## src/rtl/fpu_share_arbiter.sv

```systemverilog
// Shares one fmul and one fadd core among NREQ requesters. Each unit has its
// own round-robin arbiter, registered core drive and a tag pipeline that routes
// every result back to the requester that issued it.
module fpu_share_arbiter #(
   parameter int unsigned WIDTH   = 11,
   parameter int unsigned NREQ    = 4,
   parameter int unsigned MUL_LAT = 2,
   parameter int unsigned ADD_LAT = 3
) (
   input  logic                    i_clk,
   input  logic                    i_rst,
   input  logic [NREQ-1:0]         i_req_valid,
   input  logic [NREQ-1:0]         i_req_op,
   input  logic [NREQ*WIDTH-1:0]   i_req_x,
   input  logic [NREQ*WIDTH-1:0]   i_req_y,
   output logic [NREQ-1:0]         o_req_ready,
   output logic [NREQ-1:0]         o_mul_resp_valid,
   output logic [WIDTH-1:0]        o_mul_resp_r,
   output logic [NREQ-1:0]         o_add_resp_valid,
   output logic [WIDTH-1:0]        o_add_resp_r,
   output logic [WIDTH-1:0]        o_fmul_x,
   output logic [WIDTH-1:0]        o_fmul_y,
   output logic                    o_fmul_ce,
   input  logic [WIDTH-1:0]        i_fmul_r,
   output logic [WIDTH-1:0]        o_fadd_x,
   output logic [WIDTH-1:0]        o_fadd_y,
   output logic                    o_fadd_ce,
   input  logic [WIDTH-1:0]        i_fadd_r,
   output logic                    o_mul_busy,
   output logic                    o_add_busy
);

   localparam int unsigned IW = (NREQ > 1) ? $clog2(NREQ) : 1;

   // First eligible index at or above ptr, wrapping; returned one-hot.
   function automatic logic [NREQ-1:0] rr_grant(input logic [NREQ-1:0] elig,
                                                input logic [IW-1:0]   ptr);
      logic [NREQ-1:0] gnt;
      logic            done;
      int unsigned     j;
      logic [IW-1:0]   jj;
      gnt  = '0;
      done = 1'b0;
      for (int unsigned k = 0; k < NREQ; k++) begin
         j = 32'(ptr) + k;
         if (j >= NREQ) j = j - NREQ;
         jj = IW'(j);
         if (!done && elig[jj]) begin
            gnt[jj] = 1'b1;
            done    = 1'b1;
         end
      end
      return gnt;
   endfunction

   function automatic logic [IW-1:0] gnt_index(input logic [NREQ-1:0] gnt);
      logic [IW-1:0] idx;
      idx = '0;
      for (int unsigned i = 0; i < NREQ; i++) begin
         if (gnt[i]) idx = IW'(i);
      end
      return idx;
   endfunction

   function automatic logic [IW-1:0] ptr_after(input logic [IW-1:0] idx);
      return (idx == IW'(NREQ - 1)) ? '0 : IW'(idx + 1'b1);
   endfunction

   function automatic logic [NREQ-1:0] onehot(input logic [IW-1:0] idx);
      logic [NREQ-1:0] oh;
      for (int unsigned i = 0; i < NREQ; i++) begin
         oh[i] = (IW'(i) == idx);
      end
      return oh;
   endfunction

   // Multiply unit state
   logic [IW-1:0]             r_mul_ptr;
   logic [MUL_LAT:0]          r_mul_tv;
   logic [MUL_LAT:0][IW-1:0]  r_mul_ti;
   logic [WIDTH-1:0]          r_fmul_x, r_fmul_y;
   logic                      r_fmul_ce;
   logic [NREQ-1:0]           r_mul_rv;
   logic [WIDTH-1:0]          r_mul_rr;

   // Add unit state
   logic [IW-1:0]             r_add_ptr;
   logic [ADD_LAT:0]          r_add_tv;
   logic [ADD_LAT:0][IW-1:0]  r_add_ti;
   logic [WIDTH-1:0]          r_fadd_x, r_fadd_y;
   logic                      r_fadd_ce;
   logic [NREQ-1:0]           r_add_rv;
   logic [WIDTH-1:0]          r_add_rr;

   logic [NREQ-1:0]  w_mul_gnt, w_add_gnt;
   logic             w_mul_acc, w_add_acc;
   logic [IW-1:0]    w_mul_idx, w_add_idx;
   logic [WIDTH-1:0] w_mul_x, w_mul_y, w_add_x, w_add_y;

   // Independent round-robin grants; nothing is granted while in reset.
   always_comb begin
      w_mul_gnt = '0;
      w_add_gnt = '0;
      if (!i_rst) begin
         w_mul_gnt = rr_grant(i_req_valid & ~i_req_op, r_mul_ptr);
         w_add_gnt = rr_grant(i_req_valid & i_req_op, r_add_ptr);
      end
      w_mul_acc   = |w_mul_gnt;
      w_add_acc   = |w_add_gnt;
      w_mul_idx   = gnt_index(w_mul_gnt);
      w_add_idx   = gnt_index(w_add_gnt);
      o_req_ready = w_mul_gnt | w_add_gnt;
   end

   // Operand select; zero when the unit has no accept this cycle.
   always_comb begin
      w_mul_x = '0;
      w_mul_y = '0;
      w_add_x = '0;
      w_add_y = '0;
      for (int i = 0; i < int'(NREQ); i++) begin
         if (w_mul_gnt[i]) begin
            w_mul_x = i_req_x[i*WIDTH +: WIDTH];
            w_mul_y = i_req_y[i*WIDTH +: WIDTH];
         end
         if (w_add_gnt[i]) begin
            w_add_x = i_req_x[i*WIDTH +: WIDTH];
            w_add_y = i_req_y[i*WIDTH +: WIDTH];
         end
      end
   end

   // Multiply unit: pointer, core drive, tag pipeline and response register.
   // ce is 0 only when every tag stage is empty, so shifting unconditionally
   // is equivalent to shifting on ce. Stage MUL_LAT lines up with fmul_r valid.
   always_ff @(posedge i_clk) begin
      if (i_rst) begin
         r_mul_ptr <= '0;
         r_mul_tv  <= '0;
         r_mul_ti  <= '0;
         r_fmul_x  <= '0;
         r_fmul_y  <= '0;
         r_fmul_ce <= 1'b0;
         r_mul_rv  <= '0;
         r_mul_rr  <= '0;
      end else begin
         if (w_mul_acc) r_mul_ptr <= ptr_after(w_mul_idx);
         r_fmul_x  <= w_mul_x;
         r_fmul_y  <= w_mul_y;
         r_fmul_ce <= w_mul_acc | (|r_mul_tv[MUL_LAT-1:0]);
         r_mul_tv  <= {r_mul_tv[MUL_LAT-1:0], w_mul_acc};
         r_mul_ti  <= {r_mul_ti[MUL_LAT-1:0], w_mul_idx};
         if (r_mul_tv[MUL_LAT]) begin
            r_mul_rr <= i_fmul_r;
            r_mul_rv <= onehot(r_mul_ti[MUL_LAT]);
         end else begin
            r_mul_rv <= '0;
         end
      end
   end

   // Add unit: same structure as the multiply unit with ADD_LAT stages.
   always_ff @(posedge i_clk) begin
      if (i_rst) begin
         r_add_ptr <= '0;
         r_add_tv  <= '0;
         r_add_ti  <= '0;
         r_fadd_x  <= '0;
         r_fadd_y  <= '0;
         r_fadd_ce <= 1'b0;
         r_add_rv  <= '0;
         r_add_rr  <= '0;
      end else begin
         if (w_add_acc) r_add_ptr <= ptr_after(w_add_idx);
         r_fadd_x  <= w_add_x;
         r_fadd_y  <= w_add_y;
         r_fadd_ce <= w_add_acc | (|r_add_tv[ADD_LAT-1:0]);
         r_add_tv  <= {r_add_tv[ADD_LAT-1:0], w_add_acc};
         r_add_ti  <= {r_add_ti[ADD_LAT-1:0], w_add_idx};
         if (r_add_tv[ADD_LAT]) begin
            r_add_rr <= i_fadd_r;
            r_add_rv <= onehot(r_add_ti[ADD_LAT]);
         end else begin
            r_add_rv <= '0;
         end
      end
   end

   // Registered outputs and busy flags.
   always_comb begin
      o_fmul_x         = r_fmul_x;
      o_fmul_y         = r_fmul_y;
      o_fmul_ce        = r_fmul_ce;
      o_fadd_x         = r_fadd_x;
      o_fadd_y         = r_fadd_y;
      o_fadd_ce        = r_fadd_ce;
      o_mul_resp_valid = r_mul_rv;
      o_mul_resp_r     = r_mul_rr;
      o_add_resp_valid = r_add_rv;
      o_add_resp_r     = r_add_rr;
      o_mul_busy       = (|r_mul_tv) | r_fmul_ce;
      o_add_busy       = (|r_add_tv) | r_fadd_ce;
   end

endmodule

```

## config.mk

```make
export PLATFORM = sky130hd
export DESIGN_NAME = fpu_share_arbiter
export DESIGN_NICKNAME = d
export VERILOG_FILES = /design/src/rtl/fpu_share_arbiter.sv
export SDC_FILE = /design/constraint.sdc
export NUM_CORES = 1
export LEC_CHECK = 0
export CORE_MARGIN = 3
export CORE_UTILIZATION = 45
export CTS_BUF_LIST = sky130_fd_sc_hd__clkbuf_4 sky130_fd_sc_hd__clkbuf_8
export CTS_CLUSTER_DIAMETER = 60
export CTS_CLUSTER_SIZE = 40
export DETAILED_ROUTE_END_ITERATION = 6
export PLACE_DENSITY = 0.86
export REMOVE_ABC_BUFFERS = 1
export SLEW_MARGIN = 20
export SYNTH_ARGS = -nofsm -noshare
export SYNTH_HDL_FRONTEND = slang
export SYNTH_SLANG_ARGS = --single-unit
```

## constraint.sdc

```tcl
create_clock -name i_clk -period 3.5 [get_ports i_clk]
set_input_delay 0.35 -clock i_clk [delete_from_list [all_inputs] [get_ports i_clk]]
set_output_delay 0.35 -clock i_clk [all_outputs]
set_load 0.02 [all_outputs]
```

==> impl_metrics.ini <==
[critical_path]
worstSetupStartpointType = flip-flop
crit_family = simple AND/OR/NAND/NOR gates
crit_type = reg -> out
critical_path.max_stage_delay_ps = 420
cp_cell_sequence = inv_1 -> ha_1 -> nand4bb_1 -> and4_1 -> nor2_1 -> a222oi_1 -> a21oi_2 -> or2_1 -> dlygate4sd2_1
crit_required_ps = 3150
reg2regPathDepth = 11
r2r_setup_slack_ps = 340
r2r-start = r_add_ptr[1]$_SDFFE_PP0P_
crit_buf_inv = 2
cpMaxStageDelayCell = dfxtp_2
end_kind = output pin
r2r_end = o_fadd_x[10]$_SDFF_PP0_
path_max_fanout = 9
arrival_ps = 2930

[min_path]
worstHoldPathCells = 1
whs_endpoint = r_add_ti[4]$_SDFF_PP0_
worstHoldStart = r_add_ti[2]$_SDFF_PP0_
hold_path_class = reg -> reg

[die]
pin_count = 202
die_h_um = 112
dieArea_mm2 = 0.0126
start_util = 0.466
core_mm2 = 0.0109
die_width_um = 112
placementRows = 38

[synth]
async_flop_share = 0
yosys.area_share.simple = 0.218
synth_edf_count = 0
synth-compound-area-share = 0.222
synth-xor-area-share = 0
synthMuxAreaShare = 0.0618
synth_fa_ha_area_frac = 0.0393
yosysSeqAreaShare = 0.397
syn_avg_cell_area_um2 = 8.60
synth.distinct_cells = 58
netlist_area_mm2 = 0.00510
synth_top_family_by_area = compound AO/OA/AOI/OAI gates
ys_warn_count = 0
ys.flop_type = dfxtp_1
syn_inst = 593
ys_seq_elements = 101

[drt]
viasPerCell = 6.25
antenna_left = 0
wl_mm = 19.0
firstDrtPassIters = 7
via_count = 5914
drt-initial-drc-count = 710
wl_per_cell_um = 20.1
route.detailed.drc = 0

[clock_network]
numCtsBuffers = 9
cts_tree = done
clock_path_buffers = 2
cts-htree-levels = 3
clkTransAtPathRegs_ps = 90
cts-root-buf = clkbuf_8
clock_sinks = 101
insertion_delay_ps = 360

[sta]
skew_ps = 11.1
clock.fmax_ghz = 0.305
post-route-period-util = 0.937
max-slew-margin-rel = 0.431
layout_min_cycle_time_ps = 3280
setup_viol = 0
setup-tns-final_ps = 0
setup_ws_ps = 221
maxSlewViolCount = 0
tightestPinTransition_ps = 853
final_hold_viol_count = 0
rsz0062_at_grt = no

[pwr]
finalPower_uw = 5310
peakVddDrop_mv = 0.321
power_density_mw_per_mm2 = 696
p_leak_uw = 0.00292

[grt]
grt_pass1_wl_mm = 30.1
grt_max_degree = 48
grt_pass1_vias = 5873
grtUsageTotal = 0.293
overflow = 0
grt_antenna_before_repair = 0

[place]
dp_hpwl_mm = 13.9
pre_cts_slack_ps = 110
port_buffers = 201
routabilityCongestion = 0.913

[run]
maxCapViolCount = 0

[run_status]
outcome = completed

[final_layout]
final_nets = 939
areaGrowthSynthToFinish_pct = 49.6
drive_gt1_frac = 0.0906
final_common_cell = clkdlybuf4s50_1
diodes = 0
layout_common_cells = clkdlybuf4s50_1 (196), dfxtp_1 (100), buf_4 (45), nand4_1 (41), nor2_1 (41)
-- flip-flops by register name (all words and copies together) (netlist names) --
register	cells
o_add_resp_r	11
o_add_resp_valid	4
o_fadd_ce	1
o_fadd_x	11
o_fadd_y	11
o_fmul_ce	1
o_fmul_x	11
o_fmul_y	11
o_mul_resp_r	11
o_mul_resp_valid	4
r_add_ptr	2
r_add_ti	8
r_add_tv	4
r_mul_ptr	2
r_mul_ti	6
r_mul_tv	3
-- worst max-delay path by stage --
stage	to	cells after the start	slack, ps	from
after floorplan	o_req_ready[2]	8	-70	r_add_ptr[0]$_SDFFE_PP0P_
after CTS	o_req_ready[3]	8	0.6	r_mul_ptr[0]$_SDFFE_PP0P_
after global routing	o_req_ready[2]	9	80	r_add_ptr[1]$_SDFFE_PP0P_
final	o_req_ready[0]	9	220	r_add_ptr[1]$_SDFFE_PP0P_
after detailed placement	o_req_ready[0]	8	110	i_req_valid[3]
after global placement	o_req_ready[2]	8	100	i_req_valid[0]
-- area by class of cell --
type / instances / area, µm²
inverter: 31 / 116
sequential: 101 / 2020
tap: 140 / 175
clock inverter: 4 / 50.0
timing repair buffer: 246 / 2350
clock buffer: 10 / 138
fill: 858 / 3310
multi-input combinational: 414 / 2780
-- cell families after synthesis --
| group | after synthesis |
|---|---|
| muxes | 29 |
| AOI/OAI and AO/OA | 169 |
| DFF | 101 |
| adders and majority gates | 16 |
| and+or+nand+nor | 200 |
| buffers and inverters | 78 |
-- cells in the mapped netlist (2+ instances only) --
cell       instances  area (µm²)
a211oi_1           3        22.5
buf_2             16        80.1
nand3_1           37         185
a31oi_1           36         225
o21ai_1           11        55.1
buf_1              5        18.8
a32oi_1           14         123
nor3b_1            2        15.0
and3_1             9        56.3
nand4b_1           2        17.5
o21a_1             2        15.0
mux2i_1           27         270
o32ai_1            3        26.3
a21oi_1           32         160
a222oi_1           2        20.0
clkbuf_1          24        90.1
and2_1             5        31.3
buf_4              2        15.0
a22oi_1            3        22.5
mux4_2             2        45.0
nand2b_1           4        25.0
o211ai_1          14         105
and4b_1            2        20.0
or2_1              2        12.5
a2111oi_1          4        40.0
inv_1             30         113
ha_1              16         200
nor2b_1           21         131
or3_1              4        25.0
and3b_1            3        26.3
o21ai_0           23         115
a311oi_1           6        52.6
nor2_1            41         154
and4_1             3        26.3
nand4_1           41         257
a2111oi_0          2        17.5
dfxtp_1          101        2020
nor3_1             8        40.0
nand2_1           12        45.0
-- where the power goes --
group / switching [µW] / internal [µW] / leakage (µW) / total [µW]
clock: 377 / 341 / 0.0000902 / 718
sequential: 112 / 1420 / 0.000826 / 1530
combinational: 1800 / 1250 / 0.00200 / 3060
-- per-layer routing --
layer | global-route usage | vias up | wire length [µm]
met5 | 0 | - | 0
met4 | 0.131 | 0 | 899
met3 | 0.0544 | 89 | 1850
met2 | 0.494 | 434 | 9000
met1 | 0.364 | 2735 | 7230
li1 | - | 2656 | -
-- per-stage QoR --
step / instance area (µm²) / std cells / util / hold slack [ps]
floorplan: 4890 / 546 / - / 414
global placement: 7430 / 932 / 0.679 / 417
detailed placement: 7430 / 932 / 0.679 / 427
CTS: 7620 / 946 / 0.697 / 442
global route: 7630 / 946 / 0.697 / 453
finish: 7630 / 946 / 0.697 / 441
-- timing repair --
item	CTS	global route
setup buffers	0	0
setup endpoints to repair	2	3
resized for setup	3	3
hold buffers	0	0
No activity file was read; power rests on OpenSTA's default activity.
